<file path="src/rtl/radix8_booth_multiplier.sv">
// Pipelined signed N x N radix-8 Booth multiplier with a full 2N-bit registered product.
// Define BOOTH_PIPE_EN to register the partial products before the adder tree (latency 3 instead of 2).
module radix8_booth_multiplier #(
  parameter int N = 16
) (
  input  logic           clk,
  input  logic           rst,
  input  logic [N-1:0]   a,
  input  logic [N-1:0]   b,
  output logic [2*N-1:0] Prod
);

  localparam int W = 2 * N;
  localparam int K = (N + 2) / 3;

  logic [N-1:0]   a_r;
  logic [N-1:0]   b_r;
  logic [N+1:0]   a3_r;
  logic [N+1:0]   a3_s;
  logic [3*K:0]   bext_s;
  logic [W-1:0]   a1_ext_s;
  logic [W-1:0]   a3_ext_s;
  logic [W-1:0]   pp_s [K];
  logic [W-1:0]   pp_in_s [K];
  logic [W-1:0]   sum_s;

  // Map one 4-bit recoding window {b[3i+2],b[3i+1],b[3i],b[3i-1]} to its signed multiple of a.
  function automatic logic [W-1:0] booth_sel(
    input logic [3:0]   grp,
    input logic [W-1:0] a1,
    input logic [W-1:0] a3
  );
    logic [W-1:0] mag;
    logic         neg;
    mag = {W{1'b0}};
    neg = 1'b0;
    case (grp)
      4'b0000, 4'b1111: begin mag = {W{1'b0}};          neg = 1'b0; end
      4'b0001, 4'b0010: begin mag = a1;                 neg = 1'b0; end
      4'b0011, 4'b0100: begin mag = {a1[W-2:0], 1'b0};  neg = 1'b0; end
      4'b0101, 4'b0110: begin mag = a3;                 neg = 1'b0; end
      4'b0111:          begin mag = {a1[W-3:0], 2'b00}; neg = 1'b0; end
      4'b1000:          begin mag = {a1[W-3:0], 2'b00}; neg = 1'b1; end
      4'b1001, 4'b1010: begin mag = a3;                 neg = 1'b1; end
      4'b1011, 4'b1100: begin mag = {a1[W-2:0], 1'b0};  neg = 1'b1; end
      4'b1101, 4'b1110: begin mag = a1;                 neg = 1'b1; end
      default:          begin mag = {W{1'b0}};          neg = 1'b0; end
    endcase
    if (neg) begin
      return ~mag + {{(W-1){1'b0}}, 1'b1};
    end else begin
      return mag;
    end
  endfunction

  // The hard multiple 3a is formed before the operand register so stage 2 only selects.
  always_comb begin
    a3_s = {a[N-1], a[N-1], a} + {a[N-1], a, 1'b0};
  end

  // Stage 1: operand capture.
  always_ff @(posedge clk) begin
    if (rst) begin
      a_r  <= {N{1'b0}};
      b_r  <= {N{1'b0}};
      a3_r <= {(N+2){1'b0}};
    end else begin
      a_r  <= a;
      b_r  <= b;
      a3_r <= a3_s;
    end
  end

  // Sign-extend b to 3K bits and append the implicit b[-1] = 0.
  always_comb begin
    bext_s    = {(3*K+1){1'b0}};
    bext_s[0] = 1'b0;
    for (int j = 0; j < 3*K; j++) begin
      bext_s[j+1] = b_r[(j < N) ? j : (N-1)];
    end
  end

  // Partial products, each already sign-extended to 2N bits and weighted by 8^i.
  always_comb begin
    a1_ext_s = {{(W-N){a_r[N-1]}}, a_r};
    a3_ext_s = {{(W-N-2){a3_r[N+1]}}, a3_r};
    for (int i = 0; i < K; i++) begin
      pp_s[i] = booth_sel(bext_s[3*i +: 4], a1_ext_s, a3_ext_s) << (3*i);
    end
  end

`ifdef BOOTH_PIPE_EN
  logic [W-1:0] pp_r [K];

  // Optional register between partial-product generation and the adder tree.
  always_ff @(posedge clk) begin
    if (rst) begin
      for (int i = 0; i < K; i++) begin
        pp_r[i] <= {W{1'b0}};
      end
    end else begin
      for (int i = 0; i < K; i++) begin
        pp_r[i] <= pp_s[i];
      end
    end
  end

  // Adder tree input taken from the extra pipeline register.
  always_comb begin
    for (int i = 0; i < K; i++) begin
      pp_in_s[i] = pp_r[i];
    end
  end
`else
  // Adder tree input taken directly from partial-product generation.
  always_comb begin
    for (int i = 0; i < K; i++) begin
      pp_in_s[i] = pp_s[i];
    end
  end
`endif

  // Sum at full 2N-bit width; wrap-around beyond 2N bits is the intended truncation.
  always_comb begin
    sum_s = {W{1'b0}};
    for (int i = 0; i < K; i++) begin
      sum_s = sum_s + pp_in_s[i];
    end
  end

  // Product register.
  always_ff @(posedge clk) begin
    if (rst) begin
      Prod <= {W{1'b0}};
    end else begin
      Prod <= sum_s;
    end
  end

endmodule

</file>
<file path="config.mk">
export PLATFORM = sky130hd
export DESIGN_NAME = radix8_booth_multiplier
export DESIGN_NICKNAME = d
export VERILOG_FILES = /design/src/rtl/radix8_booth_multiplier.sv
export SDC_FILE = /design/constraint.sdc
export NUM_CORES = 1
export LEC_CHECK = 0
export ABC_AREA = 1
export BUFFER_PORTS_ARGS = -buffer_cell sky130_fd_sc_hd__buf_2
export CAP_MARGIN = 10
export CORE_MARGIN = 10
export CORE_UTILIZATION = 34
export CTS_CLUSTER_DIAMETER = 80
export DETAILED_ROUTE_END_ITERATION = 12
export GPL_ROUTABILITY_DRIVEN = 0
export PLACE_DENSITY_LB_ADDON = 0.2
export SLEW_MARGIN = 40
export SYNTH_ARGS = -nofsm -noshare
export SYNTH_HDL_FRONTEND = slang
export SYNTH_SLANG_ARGS = --single-unit
</file>
<file path="constraint.sdc">
create_clock -name clk -period 6.2 [get_ports clk]
set_input_delay 0 -clock clk [delete_from_list [all_inputs] [get_ports clk]]
set_output_delay 0 -clock clk [all_outputs]
set_load 0.05 [all_outputs]
</file>
==> qor_table.md, run 1 <==
| Stage | Metric | Value |
|:---|:---|:---|
| timing | Clock Skews | 0.0222 ns |
| finish | Core occupancy in the finished layout | 40.0% |
| synth | Number of nets produced by synthesis | 2087 |
| setup path | Startpoint type of the worst setup path | flip-flop |
| global routing | Vias in the first global route | 11900 |
| timing | Clock period minus worst slack | 5.75 ns |
| floorplan | Initial Utilization | 34.3% |
| pwr | Net switching power | 3.01 mW |
| pwr | Total power of the final layout | 5.54 mW |
| clock tree | Number of H-tree branching levels | 3 |
| synth | Post-synthesis instance area | 12200 µm² |
| floorplan | Area of the core region | 35500 µm² |
| setup path | Worst Path Arrival | 6.00 ns |
| route | Post-detailed-route via-to-cell ratio | 4.92 |
| setup path | Crit-path max FO | 12 |
| synth | #FFs+latches synth | 80 |
| setup path | Capturing point of the worst reg2reg path | Prod[30]$_SDFF_PP0_ |
| clock tree | Post-CTS clock slew at the launch and capture registers of the worst setup and hold paths | 0.08 ns |
| setup path | Depth of the worst register-to-register path | 33 |
| clock tree | CTS tree | built |
| route | Post-detailed-route count of antenna-violating nets | 0 |
| route | DR WL/cell | 16.8 µm |
| finish | Footprint of the multi-input gates | 9060 µm² |
| timing | Number of setup violations in the final report | 0 |
| route | Count of vias placed by the detailed router | 12300 |
| pwr | Switching power share of the total | 54.4% |
| global routing | Wire length of the first global-routing pass | 66.3 mm |
| timing | Period Utilization, post-route | 92.7% |
| hold path | Hold path startpoint | rst |
| global routing | Overall global routing resource usage | 19.0% |
| floorplan | Count of boundary I/O pins | 66 |
| finish | Final non-filler cell area | 14200 µm² |
| place | # placed instances | 2437 |
| setup path | Critical Path RT | 6.45 ns |
| place | Post-detailed-placement half-perimeter wirelength | 34.3 mm |
| setup path | Cell class contributing the biggest share of worst-path delay | simple AND/OR/NAND/NOR gates |
| floorplan | Total Die Area | 43800 µm² |
| finish | Commonest cells after routing, fill and taps aside | sky130_fd_sc_hd__nand2_1 (408), sky130_fd_sc_hd__inv_1 (357), sky130_fd_sc_hd__nor2_1 (178) |
| pwr | Leakage power | 7.54 nW |
| pwr | Internal portion of total power | 2.53 mW |
| synth | Library cells used by synthesis | 56 |
| pwr | Fraction of power consumed by the clock network | 10.5% |
| pwr | Power per cell area | 390 nW/µm² |
| floorplan | Die width | 209 µm |
| synth | Fraction of the yosys area taken by sequential cells | 13.2% |
| pwr | Peak supply drop | 0.000399 V |
| global routing | Pin count of the biggest net entering global routing | 33 |
| route | Initial DRC Count | 1178 |
| route | 1st-pass router iterations | 6 |
| synth | Area share of the largest cell type after synthesis | 13.6% |
| floorplan | Std-Cell Rows | 69 |
| place | IO Port Bufs | 65 |
| finish | Ratio of cells with drive above 1 in the final layout | 16.3% |
| timing | Upper clock frequency limit | 174 MHz |
| pwr | Combinational power share | 76.9% |
| place | Placed instance area | 13200 µm² |
| finish | Area growth syn-to-layout | 16.5% |
| timing | Final hold viol count | 0 |
| setup path | Cell type with the highest occurrence count on the critical path | sky130_fd_sc_hd__nand2_1 |
| timing | Smallest setup slack after layout | 0.451 ns |
| place | DP Worst Slack | 0.0573 ns |
| setup path | Reg-to-reg setup timing slack | 0.45 ns |
| finish | Non-filler cells in the finished layout | 2496 |
| timing | Number of max-slew violations in the final report | 0 |
| synth | Synth Area per Inst | 6.40 µm² |
| flow run | Number of maximum-capacitance violations | 0 |
| setup path | Buffers & Inverters on Critical Path | 4 |
| finish | Sequential cell area | 1610 µm² |
| synth | Cell types occupying the most area after synthesis | sky130_fd_sc_hd__fa_1 (14%), sky130_fd_sc_hd__dfxtp_1 (13%), sky130_fd_sc_hd__nand2_1 (13%) |
| setup path | Reg-to-Reg Start | b_r[7]$_SDFF_PP0_ |
| outcome | Run status | completed |
| finish | Antenna diode instance count | 0 |
| timing | Worst Hold Margin | 0.0649 ns |
| hold path | Path category of the worst min-delay check | in -> reg |
| setup path | Setup CP Type | reg -> reg |
| pwr | Relative contribution of sequential cells to total power | 12.6% |
| timing | Slew @ Worst Pin | 0.592 ns |
| global routing | Initial antenna violation count | 0 |
| setup path | CP endpoint kind | flip-flop |
| finish | Commonest non-fill, non-tap cell in the layout | sky130_fd_sc_hd__nand2_1 |
| synth | Cells after Synth | 1904 |
| global routing | Overflow left after global routing | 0 |
| clock tree | Clock latency of the later-clocked register in the worst-skew pair | 0.39 ns |
| clock tree | Clock net sink count | 80 |
| route | Residual DRC count | 0 |
| route | Post-Route WL | 41.9 mm |
| setup path | Max incr delay on CP | 0.52 ns |
| finish | Number of fillers in the final layout | 3804 |
| clock tree | TritonCTS buffer count | 9 |
| timing | Relative max-transition margin | 60.1% |
| synth | Yosys warning count | 0 |
| hold path | Number of cells traversed by the worst hold path | 2 |
| finish | Count of nets after finishing | 2213 |
| timing | Post-route setup TNS | 0 ns |
| clock tree | Clk root buf | sky130_fd_sc_hd__clkbuf_16 |
| setup path | Worst-path cell with the longest stage delay | sky130_fd_sc_hd__fa_1 |
| synth | Post-synth top area cell | sky130_fd_sc_hd__fa_1 |
| floorplan | Die span in y | 209 µm |
| hold path | Min-Delay Endpoint | a3_r[2]$_SDFF_PP0_ |
| clock tree | Maximum buffer depth of the clock tree | 2 |
==> state kept, by name, indices dropped and copies added, names as in the netlist <==
| register | flops |
|---|---|
| Prod | 32 |
| a3_r | 16 |
| a_r | 16 |
| b_r | 16 |
==> cell usage after synthesis (all sizes together) <==
master,n
xnor2,33
a211oi,2
nor2,234
nand3b,3
buf,33
dfxtp,80
a21o,2
a31oi,12
o2111ai,2
nand4,20
nand2,458
o22ai,9
o221ai,1
or2,2
nand3,151
nor3b,1
a22oi,1
o21a,8
nor4b,1
o21ai,102
o31ai,5
nor4,8
ha,66
a221oi,2
and2,1
a21oi,94
a21boi,3
fa,83
inv,375
xor2,60
clkinv,2
nor3,21
clkbuf,25
o211ai,2
a31o,1
o21bai,1
==> power groups by stage <==
stage	sequential (mW)	combinational [mW]	clock [mW]
floorplan	0.944	2.72	0
global placement	0.707	4.08	0
detailed placement	0.708	4.10	0
CTS	0.697	4.14	0.601
global route	0.706	4.87	0.615
finish	0.698	4.26	0.581
==> layout make-up <==
class,instances,area share (%)
Tap cell,461,4.07
Timing Repair Buffer,173,8.57
Inverter,377,9.98
Clock buffer,11,1.71
Sequential cell,80,11.3
Multi-Input combinational cell,1389,63.9
Clock inverter,5,0.450
==> per-layer routing <==
layer  wire length (µm)  track usage [%]  up-vias
li1                   -                -     6144
met1              19100             25.7     5585
met2              18200             29.7      462
met3               3090             3.18       85
met4               1510             6.87        0
met5                  0                0        -
==> kinds of logic (layout without fill, tap and decap cells) <==
group	after synthesis	count (layout)	share of synthesized area (%)
buffers and inverters	435	566	14.5
adders and majority gates	149	149	20.4
and+or+nand+nor	900	900	33.9
AOI/OAI and AO/OA	247	247	11.3
xor gates and xnor gates	93	93	6.69
DFF	80	80	13.2
==> what timing repair did <==
action                                 CTS  global route
endpoints found under the hold margin   34             0
gates resized for setup                  0            67
buffers inserted                         0            11
setup endpoints to repair                0            12
hold buffers                            32             0
==> worst max-delay path by stage <==
stage / startpoint / to / slack [ns] / depth (start not counted)
after floorplan: b_r[5]$_SDFF_PP0_ / Prod[29]$_SDFF_PP0_ / 0.83 / 32
after global placement: b_r[5]$_SDFF_PP0_ / Prod[29]$_SDFF_PP0_ / 0.17 / 34
after detailed placement: b_r[5]$_SDFF_PP0_ / Prod[29]$_SDFF_PP0_ / 0.06 / 34
after CTS: b_r[7]$_SDFF_PP0_ / Prod[29]$_SDFF_PP0_ / 0.03 / 34
after global routing: b_r[1]$_SDFF_PP0_ / Prod[30]$_SDFF_PP0_ / -0.03 / 32
final: b_r[7]$_SDFF_PP0_ / Prod[30]$_SDFF_PP0_ / 0.45 / 33
No activity file was read; power rests on OpenSTA's default activity.
==> run 2: changes to the inputs <==
- REMOVE_ABC_BUFFERS: not set -> 1
==> qor_table.md, run 2 (synthesis gave the netlist of run 1 again) <==
| Stage | Metric | Value | Delta |
|:---|:---|:---|:---|
| global routing | Overflow left after global routing | 0 | unchanged |
| finish | Ratio of cells with drive above 1 in the final layout | 17.2% | +0.97 points |
| clock tree | Clock net sink count | 80 | unchanged |
| place | IO Port Bufs | 65 | unchanged |
| setup path | Startpoint type of the worst setup path | flip-flop |  |
| global routing | Initial antenna violation count | 0 | unchanged |
| route | Count of vias placed by the detailed router | 12300 | +0.52% |
| floorplan | Area of the core region | 35500 µm² | unchanged |
| floorplan | Initial Utilization | 34.3% | unchanged |
| clock tree | CTS tree | built |  |
| finish | Non-filler cells in the finished layout | 2503 | +0.28% |
| hold path | Number of cells traversed by the worst hold path | 3 | +1 |
| pwr | Leakage power | 7.59 nW | +0.57% |
| global routing | Pin count of the biggest net entering global routing | 50 | +52% |
| route | Residual DRC count | 0 | unchanged |
| finish | Area growth syn-to-layout | 17.1% |  |
| place | # placed instances | 2439 | +0.082% |
| clock tree | Post-CTS clock slew at the launch and capture registers of the worst setup and hold paths | 0.06 ns | -0.02 ns |
| place | Post-detailed-placement half-perimeter wirelength | 33.6 mm | -2.0% |
| route | 1st-pass router iterations | 5 | -1 |
| hold path | Hold path startpoint | rst |  |
| pwr | Net switching power | 3.02 mW | +0.22% |
| hold path | Path category of the worst min-delay check | in -> reg |  |
| pwr | Internal portion of total power | 2.42 mW | -4.4% |
| timing | Period Utilization, post-route | 94.6% | +1.9 points |
| timing | Number of max-slew violations in the final report | 0 | unchanged |
| global routing | Overall global routing resource usage | 18.4% | -0.57 points |
| pwr | Power per cell area | 381 nW/µm² | -2.4% |
| place | Placed instance area | 13200 µm² | +0.11% |
| clock tree | Clock latency of the later-clocked register in the worst-skew pair | 0.38 ns | about the same |
| route | Post-detailed-route count of antenna-violating nets | 0 | unchanged |
| setup path | Worst Path Arrival | 6.16 ns | +0.16 ns |
| pwr | Switching power share of the total | 55.5% | +1.2 points |
| setup path | Stages on the worst setup path | 30 | -9.1% |
| setup path | Worst-path cell with the longest stage delay | sky130_fd_sc_hd__nor2_2 |  |
| timing | Upper clock frequency limit | 171 MHz | -2.0% |
| setup path | Crit-path max FO | 16 | +4 |
| global routing | Vias in the first global route | 11600 | -2.2% |
| timing | Relative max-transition margin | 50.5% | -9.7 points |
| pwr | Peak supply drop | 0.000322 V | -19% |
| pwr | Fraction of power consumed by the clock network | 9.4% | -1.1 points |
| timing | Slew @ Worst Pin | 0.742 ns | +0.150 ns |
| finish | Number of fillers in the final layout | 3822 | +0.47% |
| floorplan | Die width | 209 µm | unchanged |
| finish | Commonest cells after routing, fill and taps aside | sky130_fd_sc_hd__nand2_1 (404), sky130_fd_sc_hd__inv_1 (356), sky130_fd_sc_hd__nor2_1 (176) |  |
| finish | Commonest non-fill, non-tap cell in the layout | sky130_fd_sc_hd__nand2_1 |  |
| timing | Final hold viol count | 0 | unchanged |
| setup path | Setup CP Type | reg -> reg |  |
| global routing | Wire length of the first global-routing pass | 63.9 mm | -3.6% |
| clock tree | Number of H-tree branching levels | 3 | unchanged |
| pwr | Relative contribution of sequential cells to total power | 12.9% | +0.3 points |
| finish | Count of nets after finishing | 2220 | +0.32% |
| flow run | Number of maximum-capacitance violations | 0 | unchanged |
| finish | Max FFs per register | 32 | unchanged |
| timing | Clock Skews | 0.00820 ns | -0.0140 ns |
| finish | Antenna diode instance count | 0 | unchanged |
| clock tree | Clk root buf | sky130_fd_sc_hd__clkbuf_16 |  |
| floorplan | Die span in y | 209 µm | unchanged |
| floorplan | Std-Cell Rows | 69 | unchanged |
| setup path | CP endpoint kind | flip-flop |  |
| route | Post-detailed-route via-to-cell ratio | 4.93 | +0.24% |
| timing | Clock period minus worst slack | 5.86 ns | +0.115 ns |
| finish | Register with the most flip-flops | Prod |  |
| setup path | Cell class contributing the biggest share of worst-path delay | simple AND/OR/NAND/NOR gates |  |
| outcome | Run status | completed |  |
| pwr | Combinational power share | 77.7% | +0.8 points |
| timing | Number of setup violations in the final report | 0 | unchanged |
| floorplan | Count of boundary I/O pins | 66 | unchanged |
| setup path | Max incr delay on CP | 0.56 ns | +0.04 ns |
| setup path | Origin of the worst setup path | b_r[5]$_SDFF_PP0_ |  |
| clock tree | Maximum buffer depth of the clock tree | 2 | unchanged |
| finish | Final non-filler cell area | 14300 µm² | +0.48% |
| clock tree | TritonCTS buffer count | 9 | unchanged |
| setup path | Depth of the worst register-to-register path | 30 | -9.1% |
| setup path | Reg-to-Reg Start | b_r[5]$_SDFF_PP0_ |  |
| route | Post-Route WL | 41.3 mm | -1.3% |
| floorplan | Total Die Area | 43800 µm² | unchanged |
| setup path | Buffers & Inverters on Critical Path | 6 | +2 |
| route | DR WL/cell | 16.5 µm | -1.5% |
| route | Initial DRC Count | 999 | -15% |
| setup path | Critical Path RT | 6.50 ns | +0.05 ns |
==> run 2: cell types whose count changed in the layout (fill, tap and decap cells not counted), moves of 4 or more <==
cell,delta
sky130_fd_sc_hd__buf_4,+6
sky130_fd_sc_hd__clkinv_2,+4
sky130_fd_sc_hd__nand2_1,-4
sky130_fd_sc_hd__nand2_4,+5
sky130_fd_sc_hd__nor3_2,-4
==> run 2: what timing repair did <==
| item | 4_1_cts | 5_1_grt |
|---|---|---|
| gates resized for setup | 2 | 83 |
| pin swaps | 0 | 16 |
| hold buffers | 32 | 0 |
| setup endpoints to repair | 1 | 12 |
| setup buffers | 0 | 16 |
| endpoints found under the hold margin | 34 | 0 |
==> run 2: cell type report <==
class                           count  area, µm²  share of cell area (%)
Clock buffer                        9        225                    1.58
Clock inverter                      7       46.3                   0.325
Inverter                          377       1420                    9.96
Multi-Input combinational cell   1389       9100                    63.8
Sequential cell                    80       1620                    11.4
Tap cell                          461        577                    4.05
Timing Repair Buffer              180       1270                    8.88
==> run 2: metrics by stage <==
stage	hold slack [ns]	total power, mW	worst slack, ns	setup TNS, ns	utilization [%]
final	0.213	5.43	0.336	0	40.2
after global routing	0.245	6.07	-0.0208	-0.0465	40.2
after CTS	0.217	5.29	0.0618	0	39.0
after detailed placement	0.210	4.72	-0.0324	-0.0324	37.3
after global placement	0.202	4.72	-0.0413	-0.0413	37.3
after floorplan	0.0667	3.64	0.604	0	-
==> run 2: routing by layer <==
layer	global-route usage [%]	up-vias	share of wire [%]
met4	7.24	0	3.4
met5	0	-	0
met3	3.77	82	7.2
li1	-	6176	-
met1	24.5	5633	45
met2	28.6	449	44
==> run 2: worst min-delay path, cell delays in order <==
cell                     delay, ns
sky130_fd_sc_hd__buf_2        0.09
sky130_fd_sc_hd__buf_4        0.30
sky130_fd_sc_hd__nor2_1       0.15
==> run 2: path summary, 6_finish.rpt <==
kind                               to  slack [ns]
setup / recovery  Prod[31]$_SDFF_PP0_        0.34
hold / removal      b_r[5]$_SDFF_PP0_        0.21
setup reg to reg  Prod[31]$_SDFF_PP0_        0.34
hold reg to reg    Prod[0]$_SDFF_PP0_        0.57
==> run 2: power by group through the flow <==
stage | sequential (mW) | combinational [mW] | clock [mW]
floorplan | 0.955 | 2.68 | 0
finish | 0.700 | 4.22 | 0.511
global placement | 0.711 | 4.01 | 0
detailed placement | 0.711 | 4.01 | 0
CTS | 0.699 | 4.06 | 0.534
global route | 0.709 | 4.81 | 0.553
==> run 3: changes to the inputs <==
- CORE_UTILIZATION: 34 -> 55
- MAX_ROUTING_LAYER: not set -> met4
==> qor_table.md, run 3 (synthesis gave the netlist of run 1 again) <==
| Stage | Metric | Value | Delta |
|:---|:---|:---|:---|
| pwr | Fraction of power consumed by the clock network | 10.4% | +1.0 points |
| setup path | Capturing point of the worst reg2reg path | Prod[30]$_SDFF_PP0_ |  |
| setup path | Setup CP Type | reg -> reg |  |
| finish | Ratio of cells with drive above 1 in the final layout | 15.2% | -2.0 points |
| pwr | Net switching power | 3.06 mW | +1.3% |
| pwr | Combinational power share | 76.9% | -0.8 points |
| finish | Footprint of the multi-input gates | 9070 µm² | -0.40% |
| route | Post-detailed-route via-to-cell ratio | 5.52 | +12% |
| pwr | Internal portion of total power | 2.40 mW | -0.54% |
| pwr | Leakage power | 7.42 nW | -2.2% |
| timing | Smallest setup slack after layout | 0.267 ns | -0.0686 ns |
| place | IO Port Bufs | 65 | unchanged |
| setup path | Startpoint type of the worst setup path | flip-flop |  |
| hold path | Path category of the worst min-delay check | in -> reg |  |
| global routing | Overflow left after global routing | 0 | unchanged |
| timing | Final hold viol count | 0 | unchanged |
| clock tree | Clk root buf | sky130_fd_sc_hd__clkbuf_16 |  |
| setup path | Reg-to-reg setup timing slack | 0.27 ns | -0.07 ns |
| route | Post-detailed-route count of antenna-violating nets | 0 | unchanged |
| setup path | Max incr delay on CP | 0.53 ns | -0.03 ns |
| floorplan | Total Die Area | 28500 µm² | -35% |
| route | Count of vias placed by the detailed router | 12600 | +2.5% |
| finish | Sequential cell area | 1620 µm² | -0.23% |
| route | Residual DRC count | 0 | unchanged |
| setup path | Worst Path Arrival | 6.19 ns | +0.03 ns |
| global routing | Initial antenna violation count | 0 | unchanged |
| floorplan | Area of the core region | 21800 µm² | -38% |
| setup path | Depth of the worst register-to-register path | 33 | +10% |
| route | Initial DRC Count | 1739 | +74% |
| hold path | Number of cells traversed by the worst hold path | 3 | unchanged |
| clock tree | Post-CTS clock slew at the launch and capture registers of the worst setup and hold paths | 0.07 ns | about the same |
| clock tree | Clock latency of the later-clocked register in the worst-skew pair | 0.37 ns | about the same |
| timing | Relative max-transition margin | 58.1% | +7.6 points |
| route | DR WL/cell | 16.5 µm | -0.35% |
| clock tree | Maximum buffer depth of the clock tree | 2 | unchanged |
| finish | Register with the most flip-flops | Prod |  |
| place | Post-detailed-placement half-perimeter wirelength | 29.9 mm | -11% |
| global routing | Wire length of the first global-routing pass | 59.2 mm | -7.4% |
| timing | Number of max-slew violations in the final report | 0 | unchanged |
| route | Post-Route WL | 37.7 mm | -8.9% |
| clock tree | Clock net sink count | 80 | unchanged |
| place | DP Worst Slack | 0.110 ns | +0.142 ns |
| setup path | Crit-path max FO | 12 | -4 |
| timing | Worst Hold Margin | 0.202 ns | -0.0105 ns |
| setup path | Worst-path cell with the longest stage delay | sky130_fd_sc_hd__fa_1 |  |
| timing | Number of setup violations in the final report | 0 | unchanged |
| global routing | Pin count of the biggest net entering global routing | 50 | unchanged |
| hold path | Min-Delay Endpoint | a3_r[2]$_SDFF_PP0_ |  |
| floorplan | Std-Cell Rows | 54 | -22% |
| clock tree | CTS tree | built |  |
| outcome | Run status | completed |  |
| finish | Max FFs per register | 32 | unchanged |
| setup path | CP endpoint kind | flip-flop |  |
| hold path | Hold path startpoint | rst |  |
| finish | Number of fillers in the final layout | 2012 | -47% |
| setup path | Critical Path RT | 6.46 ns | -0.04 ns |
| timing | Period Utilization, post-route | 95.7% | +1.1 points |
| finish | Core occupancy in the finished layout | 63.1% | +23 points |
| floorplan | Initial Utilization | 55.8% | +21 points |
| finish | Antenna diode instance count | 0 | unchanged |
| finish | Commonest non-fill, non-tap cell in the layout | sky130_fd_sc_hd__nand2_1 |  |
| timing | Slew @ Worst Pin | 0.628 ns | -0.115 ns |
| clock tree | TritonCTS buffer count | 9 | unchanged |
| pwr | Peak supply drop | 0.000273 V | -15% |
| finish | Count of nets after finishing | 2187 | -1.5% |
| floorplan | Count of boundary I/O pins | 66 | unchanged |
| pwr | Power per cell area | 397 nW/µm² | +4.1% |
| global routing | Overall global routing resource usage | 26.2% | +7.8 points |
| timing | Upper clock frequency limit | 169 MHz | -1.2% |
| finish | Area growth syn-to-layout | 13.1% |  |
| timing | Clock Skews | 0.0123 ns | +0.00410 ns |
| pwr | Relative contribution of sequential cells to total power | 12.7% | -0.2 points |
| pwr | Switching power share of the total | 56.0% | +0.46 points |
| timing | Post-route setup TNS | 0 ns | unchanged |
| floorplan | Die span in y | 169 µm | -19% |
| global routing | Vias in the first global route | 11800 | +1.7% |
| clock tree | Number of H-tree branching levels | 3 | unchanged |
| route | 1st-pass router iterations | 6 | +1 |
| pwr | Total power of the final layout | 5.46 mW | +0.51% |
| setup path | Reg-to-Reg Start | b_r[5]$_SDFF_PP0_ |  |
| flow run | Number of maximum-capacitance violations | 0 | unchanged |
| floorplan | Die width | 169 µm | -19% |
| finish | Commonest cells after routing, fill and taps aside | sky130_fd_sc_hd__nand2_1 (408), sky130_fd_sc_hd__inv_1 (358), sky130_fd_sc_hd__nor2_1 (179) |  |
| timing | Clock period minus worst slack | 5.93 ns | +0.0686 ns |
-- run 3: cell count changes in the layout (fill, tap and decap cells not counted), sizes merged --
cell / previous run / this run
buf: 147 / 115
clkinv: 8 / 3
clkinvlp: 1 / 0
inv: 375 / 380
-- run 3: what timing repair did --
action	in CTS	in global routing
resized for setup	0	68
setup endpoints to repair	0	10
hold endpoints to repair	34	0
hold buffers	32	0
setup buffers	0	3
-- run 3: worst max-delay path by stage --
| stage | startpoint | to | slack, ns | cells after the start |
|---|---|---|---|---|
| global placement | b_r[5]$_SDFF_PP0_ | Prod[29]$_SDFF_PP0_ | 0.16 | 31 |
| global route | b_r[7]$_SDFF_PP0_ | Prod[31]$_SDFF_PP0_ | -0.12 | 32 |
| finish | b_r[5]$_SDFF_PP0_ | Prod[30]$_SDFF_PP0_ | 0.27 | 33 |
| CTS | b_r[5]$_SDFF_PP0_ | Prod[29]$_SDFF_PP0_ | 0.08 | 31 |
| detailed placement | b_r[5]$_SDFF_PP0_ | Prod[29]$_SDFF_PP0_ | 0.11 | 30 |
| floorplan | b_r[2]$_SDFF_PP0_ | Prod[30]$_SDFF_PP0_ | 0.60 | 32 |
-- run 3: area by class of cell --
class | instances | area share (%)
inverters | 377 | 10.3
repair buffers | 147 | 7.44
flip-flops and latches | 80 | 11.7
well taps | 280 | 2.54
multi-input cells | 1389 | 65.8
clock buffers | 10 | 1.74
clock inverters | 6 | 0.418
-- run 3: per-layer routing --
metal	global-route usage, %	wire [µm]
met4	11.0	1700
met5	-	0
met1	33.0	15500
met3	5.53	4050
met2	40.0	16500
-- run 3: power groups by stage --
stage                     registers [mW]  clock network (mW)  logic (mW)
after floorplan                    0.955                   0        2.68
after global placement             0.699                   0        3.77
after detailed placement           0.701                   0        3.85
after CTS                          0.688               0.579        3.89
after global routing               0.698               0.591        4.71
final                              0.692               0.569        4.20
-- run 3: critical path: cells and delay by family (launching register included) --
| kind | cells | cell delay [ns] |
|---|---|---|
| compound gates | 8 | 1.19 |
| xor+xnor | 1 | 0.24 |
| fa+ha+maj | 4 | 1.82 |
| buf+inv | 4 | 0.35 |
| flops | 1 | 0.40 |
| simple gates | 16 | 1.78 |
-- run 3: metrics by stage --
step	area, µm²	std cells
after floorplan	11800	1846
after global placement	12900	2238
after detailed placement	12900	2238
after CTS	13500	2286
after global routing	13800	2289
final	13800	2289
